==> config.mk <==
export PLATFORM = sky130hd
export DESIGN_NAME = mem_arbiter_flat
export DESIGN_NICKNAME = d
export VERILOG_FILES = /design/src/rtl/mem_arbiter_if.sv /design/src/rtl/mem_arbiter.sv /design/src/flat_wrapper.sv
export SDC_FILE = /design/constraint.sdc
export NUM_CORES = 1
export LEC_CHECK = 0
export CORE_UTILIZATION = 42
export DETAILED_ROUTE_END_ITERATION = 7
export PLACE_DENSITY = 0.89
export SETUP_SLACK_MARGIN = 0.3
export SLEW_MARGIN = 5
export SYNTH_ARGS = -nofsm -noshare
export SYNTH_HDL_FRONTEND = slang
export SYNTH_SLANG_ARGS = --single-unit
==> constraint.sdc <==
create_clock -name clk -period 2.8 [get_ports clk]
set_input_delay 0.56 -clock clk [delete_from_list [all_inputs] [get_ports clk]]
set_output_delay 0.56 -clock clk [all_outputs]
set_load 0.1 [all_outputs]
==> src/rtl/mem_arbiter_if.sv <==
// rtl/mem_arbiter_if.sv - requester and memory-port bundle for mem_arbiter
interface mem_arbiter_if #(
   parameter int MEM_DEPTH = 4096
);
   localparam int ADDR_WIDTH = $clog2(MEM_DEPTH * 2);

   logic                  i_if_req;
   logic [ADDR_WIDTH-1:0] i_if_addr;
   logic                  o_if_gnt;
   logic                  o_if_rvalid;
   logic [15:0]           o_if_rdata;

   logic                  i_d_req;
   logic                  i_d_we;
   logic [1:0]            i_d_size;
   logic [ADDR_WIDTH-1:0] i_d_addr;
   logic [31:0]           i_d_wdata;
   logic                  o_d_gnt;
   logic                  o_d_rvalid;
   logic [31:0]           o_d_rdata;
   logic                  o_d_err;

   logic [ADDR_WIDTH-1:0] o_mem_addr;
   logic [15:0]           o_mem_di;
   logic                  o_mem_en;
   logic                  o_mem_rd_en;
   logic [1:0]            o_mem_wr_en;
   logic [15:0]           i_mem_do;

   modport slave (
      input  i_if_req, i_if_addr,
      output o_if_gnt, o_if_rvalid, o_if_rdata,
      input  i_d_req, i_d_we, i_d_size, i_d_addr, i_d_wdata,
      output o_d_gnt, o_d_rvalid, o_d_rdata, o_d_err,
      output o_mem_addr, o_mem_di, o_mem_en, o_mem_rd_en, o_mem_wr_en,
      input  i_mem_do
   );

   modport master (
      output i_if_req, i_if_addr,
      input  o_if_gnt, o_if_rvalid, o_if_rdata,
      output i_d_req, i_d_we, i_d_size, i_d_addr, i_d_wdata,
      input  o_d_gnt, o_d_rvalid, o_d_rdata, o_d_err,
      input  o_mem_addr, o_mem_di, o_mem_en, o_mem_rd_en, o_mem_wr_en,
      output i_mem_do
   );
endinterface

==> src/rtl/mem_arbiter.sv <==
// rtl/mem_arbiter.sv - fetch/data arbiter onto one 16-bit halfword memory port
module mem_arbiter #(
   parameter int MEM_DEPTH    = 4096,
   parameter int STARVE_LIMIT = 4
) (
   input  logic         clk,
   input  logic         rst,
   mem_arbiter_if.slave bus
);
   localparam int ADDR_WIDTH = $clog2(MEM_DEPTH * 2);

   localparam logic [0:0] S_IDLE  = 1'b0;
   localparam logic [0:0] S_WORD2 = 1'b1;

   localparam logic [3:0]            LIMIT    = 4'(STARVE_LIMIT);
   localparam logic [ADDR_WIDTH-1:0] ADDR_ONE = ADDR_WIDTH'(1);
   localparam logic [ADDR_WIDTH-1:0] ADDR_TWO = ADDR_WIDTH'(2);

   logic [0:0]            state_q, state_d;
   logic [3:0]            streak_q, streak_d;
   logic [ADDR_WIDTH-1:0] addr_q, addr_d;
   logic                  we_q, we_d;
   logic [15:0]           wdata_lo_q, wdata_lo_d;
   logic                  if_pend_q, if_pend_d;
   logic                  d_pend_q, d_pend_d;
   logic                  d_byte_q, d_byte_d;
   logic                  d_lane_q, d_lane_d;
   logic                  wbeat2_q, wbeat2_d;
   logic [15:0]           hi_q, hi_d;

   logic                  if_gnt, d_gnt, d_err;
   logic [ADDR_WIDTH-1:0] mem_addr;
   logic [15:0]           mem_di;
   logic                  mem_en, mem_rd_en;
   logic [1:0]            mem_wr_en;

   // Decode of the data request: size 11 behaves as a word
   logic d_word, d_misalign, fetch_win;
   assign d_word     = bus.i_d_size[1];
   assign d_misalign = (d_word && (bus.i_d_addr[1:0] != 2'b00)) ||
                       ((bus.i_d_size == 2'b01) && bus.i_d_addr[0]);
   assign fetch_win  = bus.i_if_req && (!bus.i_d_req || (streak_q == LIMIT));

   // Grant decision, memory port drive and next-state for the two-state FSM
   always_comb begin
      state_d    = state_q;
      streak_d   = streak_q;
      addr_d     = addr_q;
      we_d       = we_q;
      wdata_lo_d = wdata_lo_q;
      if_pend_d  = 1'b0;
      d_pend_d   = 1'b0;
      d_byte_d   = d_byte_q;
      d_lane_d   = d_lane_q;
      wbeat2_d   = 1'b0;
      hi_d       = hi_q;
      if_gnt     = 1'b0;
      d_gnt      = 1'b0;
      d_err      = 1'b0;
      mem_addr   = '0;
      mem_di     = '0;
      mem_en     = 1'b0;
      mem_rd_en  = 1'b0;
      mem_wr_en  = 2'b00;
      if (state_q == S_WORD2) begin
         state_d  = S_IDLE;
         mem_en   = 1'b1;
         mem_addr = addr_q + ADDR_TWO;
         if (we_q) begin
            mem_di    = wdata_lo_q;
            mem_wr_en = 2'b11;
         end else begin
            mem_rd_en = 1'b1;
            hi_d      = bus.i_mem_do;
            wbeat2_d  = 1'b1;
         end
         if (!bus.i_if_req) streak_d = '0;
      end else if (fetch_win) begin
         if_gnt    = 1'b1;
         if_pend_d = 1'b1;
         streak_d  = '0;
         mem_en    = 1'b1;
         mem_rd_en = 1'b1;
         mem_addr  = bus.i_if_addr & ~ADDR_ONE;
      end else if (bus.i_d_req) begin
         d_gnt    = 1'b1;
         streak_d = bus.i_if_req ? streak_q + 4'd1 : 4'd0;
         if (d_misalign) begin
            d_err = 1'b1;
         end else if (d_word) begin
            state_d    = S_WORD2;
            addr_d     = bus.i_d_addr;
            we_d       = bus.i_d_we;
            wdata_lo_d = bus.i_d_wdata[15:0];
            mem_en     = 1'b1;
            mem_addr   = bus.i_d_addr & ~ADDR_TWO;
            if (bus.i_d_we) begin
               mem_di    = bus.i_d_wdata[31:16];
               mem_wr_en = 2'b11;
            end else begin
               mem_rd_en = 1'b1;
            end
         end else begin
            mem_en   = 1'b1;
            mem_addr = bus.i_d_addr;
            if (bus.i_d_we) begin
               if (bus.i_d_size == 2'b00) begin
                  mem_di    = {bus.i_d_wdata[7:0], bus.i_d_wdata[7:0]};
                  mem_wr_en = bus.i_d_addr[0] ? 2'b01 : 2'b10;
               end else begin
                  mem_di    = bus.i_d_wdata[15:0];
                  mem_wr_en = 2'b11;
               end
            end else begin
               mem_rd_en = 1'b1;
               d_pend_d  = 1'b1;
               d_byte_d  = (bus.i_d_size == 2'b00);
               d_lane_d  = bus.i_d_addr[0];
            end
         end
      end else begin
         streak_d = '0;
      end
   end

   // State registers; reset abandons any in-flight word and pending reads
   always_ff @(posedge clk or negedge rst) begin
      if (!rst) begin
         state_q    <= S_IDLE;
         streak_q   <= '0;
         addr_q     <= '0;
         we_q       <= 1'b0;
         wdata_lo_q <= '0;
         if_pend_q  <= 1'b0;
         d_pend_q   <= 1'b0;
         d_byte_q   <= 1'b0;
         d_lane_q   <= 1'b0;
         wbeat2_q   <= 1'b0;
         hi_q       <= '0;
      end else begin
         state_q    <= state_d;
         streak_q   <= streak_d;
         addr_q     <= addr_d;
         we_q       <= we_d;
         wdata_lo_q <= wdata_lo_d;
         if_pend_q  <= if_pend_d;
         d_pend_q   <= d_pend_d;
         d_byte_q   <= d_byte_d;
         d_lane_q   <= d_lane_d;
         wbeat2_q   <= wbeat2_d;
         hi_q       <= hi_d;
      end
   end

   // Read data steering; zero whenever no read completes this cycle
   always_comb begin
      bus.o_d_rdata = '0;
      if (wbeat2_q) begin
         bus.o_d_rdata = {hi_q, bus.i_mem_do};
      end else if (d_pend_q) begin
         if (d_byte_q)
            bus.o_d_rdata = {24'h0, d_lane_q ? bus.i_mem_do[7:0] : bus.i_mem_do[15:8]};
         else
            bus.o_d_rdata = {16'h0, bus.i_mem_do};
      end
   end

   assign bus.o_if_rvalid = if_pend_q;
   assign bus.o_if_rdata  = if_pend_q ? bus.i_mem_do : 16'h0;
   assign bus.o_d_rvalid  = d_pend_q | wbeat2_q;

   // Combinational outputs are forced low while reset is held
   assign bus.o_if_gnt    = rst & if_gnt;
   assign bus.o_d_gnt     = rst & d_gnt;
   assign bus.o_d_err     = rst & d_err;
   assign bus.o_mem_en    = rst & mem_en;
   assign bus.o_mem_rd_en = rst & mem_rd_en;
   assign bus.o_mem_wr_en = rst ? mem_wr_en : 2'b00;
   assign bus.o_mem_addr  = rst ? mem_addr : '0;
   assign bus.o_mem_di    = rst ? mem_di : 16'h0;
endmodule

==> src/flat_wrapper.sv <==
// flat-port wrapper written by rule: the top's interface ports become plain ports
module mem_arbiter_flat 
#(
   parameter int MEM_DEPTH    = 4096,
   parameter int STARVE_LIMIT = 4
)
  (clk, rst, bus_i_if_req, bus_i_if_addr, bus_o_if_gnt, bus_o_if_rvalid, bus_o_if_rdata, bus_i_d_req, bus_i_d_we, bus_i_d_size, bus_i_d_addr, bus_i_d_wdata, bus_o_d_gnt, bus_o_d_rvalid, bus_o_d_rdata, bus_o_d_err, bus_o_mem_addr, bus_o_mem_di, bus_o_mem_en, bus_o_mem_rd_en, bus_o_mem_wr_en, bus_i_mem_do);
  mem_arbiter_if #(.MEM_DEPTH(MEM_DEPTH)) bus_i ();
  input  logic clk;
  input  logic rst;
  input wire logic [$bits(bus_i.i_if_req)-1:0] bus_i_if_req;
  input wire logic [$bits(bus_i.i_if_addr)-1:0] bus_i_if_addr;
  output wire logic [$bits(bus_i.o_if_gnt)-1:0] bus_o_if_gnt;
  output wire logic [$bits(bus_i.o_if_rvalid)-1:0] bus_o_if_rvalid;
  output wire logic [$bits(bus_i.o_if_rdata)-1:0] bus_o_if_rdata;
  input wire logic [$bits(bus_i.i_d_req)-1:0] bus_i_d_req;
  input wire logic [$bits(bus_i.i_d_we)-1:0] bus_i_d_we;
  input wire logic [$bits(bus_i.i_d_size)-1:0] bus_i_d_size;
  input wire logic [$bits(bus_i.i_d_addr)-1:0] bus_i_d_addr;
  input wire logic [$bits(bus_i.i_d_wdata)-1:0] bus_i_d_wdata;
  output wire logic [$bits(bus_i.o_d_gnt)-1:0] bus_o_d_gnt;
  output wire logic [$bits(bus_i.o_d_rvalid)-1:0] bus_o_d_rvalid;
  output wire logic [$bits(bus_i.o_d_rdata)-1:0] bus_o_d_rdata;
  output wire logic [$bits(bus_i.o_d_err)-1:0] bus_o_d_err;
  output wire logic [$bits(bus_i.o_mem_addr)-1:0] bus_o_mem_addr;
  output wire logic [$bits(bus_i.o_mem_di)-1:0] bus_o_mem_di;
  output wire logic [$bits(bus_i.o_mem_en)-1:0] bus_o_mem_en;
  output wire logic [$bits(bus_i.o_mem_rd_en)-1:0] bus_o_mem_rd_en;
  output wire logic [$bits(bus_i.o_mem_wr_en)-1:0] bus_o_mem_wr_en;
  input wire logic [$bits(bus_i.i_mem_do)-1:0] bus_i_mem_do;
  assign bus_i.i_if_req = bus_i_if_req;
  assign bus_i.i_if_addr = bus_i_if_addr;
  assign bus_o_if_gnt = bus_i.o_if_gnt;
  assign bus_o_if_rvalid = bus_i.o_if_rvalid;
  assign bus_o_if_rdata = bus_i.o_if_rdata;
  assign bus_i.i_d_req = bus_i_d_req;
  assign bus_i.i_d_we = bus_i_d_we;
  assign bus_i.i_d_size = bus_i_d_size;
  assign bus_i.i_d_addr = bus_i_d_addr;
  assign bus_i.i_d_wdata = bus_i_d_wdata;
  assign bus_o_d_gnt = bus_i.o_d_gnt;
  assign bus_o_d_rvalid = bus_i.o_d_rvalid;
  assign bus_o_d_rdata = bus_i.o_d_rdata;
  assign bus_o_d_err = bus_i.o_d_err;
  assign bus_o_mem_addr = bus_i.o_mem_addr;
  assign bus_o_mem_di = bus_i.o_mem_di;
  assign bus_o_mem_en = bus_i.o_mem_en;
  assign bus_o_mem_rd_en = bus_i.o_mem_rd_en;
  assign bus_o_mem_wr_en = bus_i.o_mem_wr_en;
  assign bus_i.i_mem_do = bus_i_mem_do;
  mem_arbiter #(.MEM_DEPTH(MEM_DEPTH), .STARVE_LIMIT(STARVE_LIMIT)) u_core (.clk(clk), .rst(rst), .bus(bus_i));
endmodule
==> results of run 1 <==
## synth_stat cells (12+ instances only)
master                     number  area share [%]
sky130_fd_sc_hd__a21oi_1       18             2.5
sky130_fd_sc_hd__o21ai_1       16             2.2
sky130_fd_sc_hd__nand2_1       30             3.2
sky130_fd_sc_hd__mux2_1        27             8.5
sky130_fd_sc_hd__nor2_1        26             2.7
sky130_fd_sc_hd__and2_1        39             6.8
sky130_fd_sc_hd__dfrtp_1       56              39
sky130_fd_sc_hd__mux2i_1       26             7.3
sky130_fd_sc_hd__mux2_2        17             5.4
sky130_fd_sc_hd__nand3_1       14             2.0
sky130_fd_sc_hd__inv_1         12             1.3
sky130_fd_sc_hd__clkbuf_1      18             1.9
## power breakdown
group | total (mW) | internal, mW | switching, mW
clock network | 0.551 | 0.267 | 0.284
registers | 1.14 | 0.981 | 0.157
logic | 1.56 | 0.642 | 0.923
total | 3.25 | 1.89 | 1.36
## cell families (layout without fill, tap and decap cells)
family,count (synthesis),after routing,synth area share [%]
muxes,71,71,21.6
and+or+nand+nor,139,139,20.7
xor gates and xnor gates,10,10,2.45
buffers and inverters,34,231,3.89
adders and majority gates,3,3,1.05
DFF,56,56,39.2
AOI/OAI and AO/OA,62,62,11.1
## placed cells by master, fill, tap and decap left out, types with 3 or more instances in the layout
master,instances
sky130_fd_sc_hd__inv_2,3
sky130_fd_sc_hd__nand2_1,22
sky130_fd_sc_hd__clkdlybuf4s15_1,4
sky130_fd_sc_hd__buf_12,75
sky130_fd_sc_hd__clkbuf_8,5
sky130_fd_sc_hd__mux2i_1,26
sky130_fd_sc_hd__a221oi_4,5
sky130_fd_sc_hd__nand2_4,8
sky130_fd_sc_hd__mux2_2,17
sky130_fd_sc_hd__buf_16,3
sky130_fd_sc_hd__mux2_1,27
sky130_fd_sc_hd__nor2_4,10
sky130_fd_sc_hd__a21oi_2,3
sky130_fd_sc_hd__xnor2_1,8
sky130_fd_sc_hd__a32oi_4,3
sky130_fd_sc_hd__and2_1,28
sky130_fd_sc_hd__and2_2,10
sky130_fd_sc_hd__nand3_2,4
sky130_fd_sc_hd__inv_1,8
sky130_fd_sc_hd__nor2b_2,8
sky130_fd_sc_hd__buf_4,47
sky130_fd_sc_hd__a211oi_4,5
sky130_fd_sc_hd__nor2_1,15
sky130_fd_sc_hd__dfrtp_1,55
sky130_fd_sc_hd__buf_6,6
sky130_fd_sc_hd__clkdlybuf4s50_1,72
sky130_fd_sc_hd__nand3_1,9
sky130_fd_sc_hd__a21oi_1,13
sky130_fd_sc_hd__o21ai_4,16
## layer usage
| metal | part of all wire [%] | GRT usage [%] | up-vias |
|---|---|---|---|
| met1 | 34 | 32.8 | 1928 |
| met4 | 5.6 | 18.1 | 0 |
| li1 | - | - | 1707 |
| met2 | 54 | 60.1 | 219 |
| met3 | 7.0 | 8.01 | 60 |
| met5 | 0 | 0 | - |
## critical path, cell delays in order
cell                              delay [ps]
sky130_fd_sc_hd__clkdlybuf4s15_1         210
sky130_fd_sc_hd__a21o_1                  240
sky130_fd_sc_hd__buf_6                   150
sky130_fd_sc_hd__a211oi_4                310
sky130_fd_sc_hd__nand3_2                 170
sky130_fd_sc_hd__a32oi_4                 350
sky130_fd_sc_hd__buf_12                  210
## through the flow
step / setup TNS [ps] / std cells / total power, mW / utilization (%)
5_1_grt: -19.5 / 677 / 3.35 / 88.5
2_1_floorplan: -3080 / 375 / 2.03 / -
3_5_place_dp: -2000 / 649 / 2.58 / 81.9
3_3_place_gp: -668 / 649 / 2.51 / 81.9
4_1_cts: 0 / 672 / 3.15 / 86.8
6_report: 0 / 677 / 3.25 / 88.5
## state kept, by name, summed over array words and instances, names as in the netlist
register                count
u_core.hi_q                16
u_core.wdata_lo_q          16
u_core.addr_q              13
u_core.streak_q             4
u_core.bus.o_if_rvalid      1
u_core.d_byte_q             1
u_core.d_lane_q             1
u_core.d_pend_q             1
u_core.state_q              1
u_core.wbeat2_q             1
u_core.we_q                 1
## final cells by class
type                            instances  area, µm²  area share (%)
Sequential cell                        56       1400            19.3
Multi-Input combinational cell        285       2770            38.1
Inverter                               12       50.0           0.688
Timing Repair Buffer                  211       2810            38.7
Tap cell                              105        131            1.81
Clock buffer                            6       72.6           0.998
Clock inverter                          2       35.0           0.482
## path summary, 6_finish.rpt
path / from / end / slack (ps) / cells after the start
max in group asynchronous: rst / u_core.d_lane_q / 1760 / 2
min in group clk: u_core.wdata_lo_q[6] / u_core.wdata_lo_q[6] / 500 / 1
min: rst / u_core.wdata_lo_q[1] / 220 / 1
min reg2reg: u_core.wdata_lo_q[6] / u_core.wdata_lo_q[6] / 500 / 1
max: bus_i_d_addr[0] / bus_o_mem_addr[8] / 30 / 7
max reg2reg: u_core.streak_q[1] / u_core.d_lane_q / 440 / 8
## timing repair
| item | in CTS | in global routing |
|---|---|---|
| gates resized for setup | 43 | 20 |
| cloned | 3 | 1 |
| pin swaps | 24 | 12 |
| buffers inserted | 12 | 4 |
| hold endpoints to repair | 0 | 0 |
| setup endpoints to repair | 46 | 38 |
==> results.yml, run 1 <==
placed_design:
  routabilityCongestion: 0.836
  placement.cell_area_um2: 6730
  dpl.hpwl_um: 9620
  post-place-ws_ps: -139
  io_buffers: 165
critical_path:
  timing_worst_setup_path_type: "in2out"
  timing.critical_path.fanout_max: 3
  arrival_time_of_the_worst_setup_path_ps: 2210
  cp.required_ps: 2240
  setup.worst_path.end_class: "primary output"
  setup.worst_path.start_class: "input port"
global_routing:
  grt_max_degree: 32
  initial_antenna_violation_count: 0
  globalRoute.totalOverflow: 0
  grt_first_pass_wirelength_um: 21500
  grt_pass1_vias: 4130
  grtUsageTotal_pct: 32.4
clock_network:
  path_clk_slew_ps: 110
  clk_root_buffer_cell: "sky130_fd_sc_hd__clkbuf_8"
  clockBufferDepth: 2
  cts-buffers-inserted: 5
  clkSinkCount: 56
  tritoncts: "built"
  cts-hold-fix-buffers: 0
  ctsHtreeMaxLevel: 2
  clkLatencyLatePin_ps: 320
route:
  wl_per_cell_um: 22.9
  routed_wl_um: 15500
  drt_first_pass_iters: 4
  initialDrtViolationCount: 171
  count_of_vias_placed_by_the_detailed_router: 3914
  route.antenna.remaining_nets: 0
  remaining_drcs: 0
  viasPerCell: 5.78
cells_and_area:
  num-nets-final: 655
  final_area_um2: 7270
  syn2layout_area_growth_pct: 104
  antennaDiodeCount: 0
  fraction_of_layout_cells_with_a_size_suffix_above_1_pct: 45.5
  fillers: 375
floorplan:
  chipHeight_um: 94.2
  placementRows: 33
  core_area_um2: 8220
  initial_utilization_pct: 43.5
  die_span_x_um: 94.2
  floorplan.die_area_um2: 8880
  io_pins: 167
timing:
  postLayoutSetupSlackWorst_ps: 32.0
  worst_slew_pin_slew_ps: 804
  clock.fmax_mhz: 361
  min_period_over_period_pct: 98.9
  finalSetupViolations: 0
  min_period_ps: 2770
  skew_ps: 17.7
  report.final.slew_viol_count: 0
  slew_headroom_pct: 46.4
  hold_violations: 0
  rsz0062_at_grt: "true"
  finalHoldWorstSlack_ps: 218
logic_synthesis:
  post_synth_instance_area_um2: 3570
  ys_seq_area_share_pct: 39.2
  syn_area_per_cell_um2: 9.53
  synth_enable_flop_cells: 0
  synthDistinctLibCells: 46
  synthArstFlopShare_pct: 100
  synth.net_count: 459
  yosysWarnings: 0
  ys_ff_latch: 56
  postSynthCellCount: 375
  dominantRegCellSynth: "sky130_fd_sc_hd__dfrtp_1"
min_path:
  worst_hold_path_type: "in2async"
power_and_ir_drop:
  power.leakage_nw: 2.98
  power_density_nw_per_um2: 447
  vdd_ir_drop_max_uv: 284
run:
  maxCapViolations: 0
run_status:
  run_status: "finished clean"
(Power assumes the default switching activity.)
==> run 2: changes to the inputs <==
--- a/config.mk
+++ b/config.mk
@@ -7,6 +7,7 @@
 export LEC_CHECK = 0
 export CORE_UTILIZATION = 42
 export DETAILED_ROUTE_END_ITERATION = 7
+export GPL_TIMING_DRIVEN = 0
 export PLACE_DENSITY = 0.89
 export SETUP_SLACK_MARGIN = 0.3
 export SLEW_MARGIN = 5
==> run 2 against run 1 <==
Clock power barely moved. Die area did not move. Clock skew decreased by 14 ps. Critical path type is now reg2out. Power is 3.6% lower. Sequential power about the same. Sequential cell count is the same. Sequential share of layout area increased by 1.2 points. Global-route usage increased by 0.27 points.
==> results.yml, run 2 (synthesis gave the netlist of run 1 again) <==
placed_design:
  post-place-cells: 644
  dpl.hpwl_um: 9060
  io_buffers: 164
  placement.cell_area_um2: 5930
  routabilityCongestion: 0.878
timing:
  finalHoldWorstSlack_ps: 151
  clock.fmax_mhz: 363
  slew_headroom_pct: 36.8
  setup_tns_final_ps: 0
  worst_slew_pin_slew_ps: 951
  hold_violations: 0
  min_period_over_period_pct: 98.5
  report.final.slew_viol_count: 0
  min_period_ps: 2760
  skew_ps: 3.66
  finalSetupViolations: 0
  rsz0062_at_grt: "true"
run_status:
  run_status: "finished clean"
global_routing:
  grtUsageTotal_pct: 32.7
  globalRoute.totalOverflow: 0
  grt_max_degree: 63
  initial_antenna_violation_count: 0
  grt_first_pass_wirelength_um: 21700
  grt_pass1_vias: 4030
floorplan:
  chipHeight_um: 94.2
  initial_utilization_pct: 43.5
  core_area_um2: 8220
  die_span_x_um: 94.2
  io_pins: 167
  placementRows: 33
  floorplan.die_area_um2: 8880
route:
  routed_wl_um: 14200
  remaining_drcs: 0
  route.antenna.remaining_nets: 0
  initialDrtViolationCount: 173
  viasPerCell: 5.71
  drt_first_pass_iters: 4
  wl_per_cell_um: 21.0
  count_of_vias_placed_by_the_detailed_router: 3861
clock_network:
  cts-hold-fix-buffers: 0
  clockBufferDepth: 2
  clk_root_buffer_cell: "sky130_fd_sc_hd__clkbuf_8"
  path_clk_slew_ps: 100
  clkSinkCount: 56
  clkLatencyLatePin_ps: 320
  tritoncts: "built"
  cts-buffers-inserted: 5
  ctsHtreeMaxLevel: 2
power_and_ir_drop:
  combinationalPowerShare_pct: 47.0
  internal_power_of_the_cells_mw: 1.82
  power_density_nw_per_um2: 459
  power.sequential.fraction_pct: 35.4
  vdd_ir_drop_max_uv: 268
  switchingPower_mw: 1.32
  power.leakage_nw: 2.81
  netSwitchingFraction_pct: 41.9
  power.clock.fraction_pct: 17.6
critical_path:
  arrival_time_of_the_worst_setup_path_ps: 2200
  worst-r2r-setup-slack_ps: 630
  timing_worst_setup_path_type: "reg2out"
  setup.worst_path.start_class: "flop"
  setup.worst_path.end_class: "primary output"
  cp.required_ps: 2240
  r2r_cells: 9
  reg2reg_to: "u_core.addr_q[7]"
  worstReg2RegStart: "u_core.streak_q[0]"
  timing.critical_path.fanout_max: 5
cells_and_area:
  top_regs: "u_core.hi_q x16, u_core.wdata_lo_q x16, u_core.addr_q x13"
  final_common_cell: "sky130_fd_sc_hd__clkdlybuf4s50_1"
  instances_no_fill: 676
  syn2layout_area_growth_pct: 91.5
  final_area_um2: 6840
  fraction_of_layout_cells_with_a_size_suffix_above_1_pct: 46.4
  antennaDiodeCount: 0
  fillers: 443
  layout.cells.most_common_list: "sky130_fd_sc_hd__clkdlybuf4s50_1, sky130_fd_sc_hd__dfrtp_1, sky130_fd_sc_hd__buf_12"
  final_util_pct: 83.2
  num-nets-final: 654
min_path:
  worst_hold_path_type: "in2async"
run:
  maxCapViolations: 0
[run 2: power groups by stage]
stage / combinational [mW] / clock (mW) / sequential [mW]
global route: 1.53 / 0.597 / 1.13
finish: 1.47 / 0.553 / 1.11
floorplan: 0.946 / 0 / 1.08
global placement: 1.26 / 0 / 1.10
detailed placement: 1.29 / 0 / 1.12
CTS: 1.43 / 0.554 / 1.10
[run 2: worst max-delay path by stage]
stage                       start                 end  slack, ps  cells after the start
4_1_cts            u_core.state_q    bus_o_mem_di[14]         60                      7
3_3_place_gp                  rst  bus_o_mem_wr_en[1]      -4080                      5
3_5_place_dp      bus_i_d_addr[0]  bus_o_mem_wr_en[1]      -1730                      7
6_report       u_core.streak_q[0]    bus_o_mem_di[10]         40                      9
2_1_floorplan     bus_i_d_size[0]    bus_o_mem_di[15]       -260                      4
5_1_grt        u_core.streak_q[1]    bus_o_mem_di[10]        -30                      9
[run 2: area by class of cell]
type / instances / area (µm²) / share of cell area [%]
inverter: 12 / 57.6 / 0.842
clock inverter: 3 / 42.5 / 0.622
sequential: 56 / 1400 / 20.5
buffer: 22 / 171 / 2.51
multi-input combinational: 285 / 2810 / 41.1
tap: 105 / 131 / 1.92
clock buffer: 5 / 68.8 / 1.01
timing repair buffer: 188 / 2160 / 31.5
[run 2: routing by layer]
metal  vias up  global-route usage, %  wire [µm]
li1       1705                      -          -
met1      1876                   35.5       5090
met2       229                   60.9       7540
met3        51                   6.72       1070
met4         0                   13.5        523
met5         -                      0          0
[run 2: stage by stage]
| stage | power, mW | setup WS [ps] |
|---|---|---|
| after global placement | 2.36 | -4080 |
| final | 3.14 | 43.4 |
| after detailed placement | 2.40 | -1730 |
| after floorplan | 2.03 | -255 |
| after CTS | 3.08 | 58.5 |
| after global routing | 3.25 | -34.1 |
[run 2: worst max-delay path, cell delays in order, from the launching register on]
cell and delay (ps):
sky130_fd_sc_hd__dfrtp_1 390, sky130_fd_sc_hd__inv_2 60, sky130_fd_sc_hd__ha_4 160, sky130_fd_sc_hd__and4b_4 230
sky130_fd_sc_hd__nor2_4 130, sky130_fd_sc_hd__nand4_1 170, sky130_fd_sc_hd__buf_6 210, sky130_fd_sc_hd__clkbuf_16 170
sky130_fd_sc_hd__o21ai_4 160, sky130_fd_sc_hd__buf_12 190
[run 2: what timing repair did]
item / CTS / global route
pin swaps: 30 / 9
resized for setup: 577 / 68
setup endpoints to repair: 86 / 69
cloned: 4 / 0
buffers inserted: 16 / 4
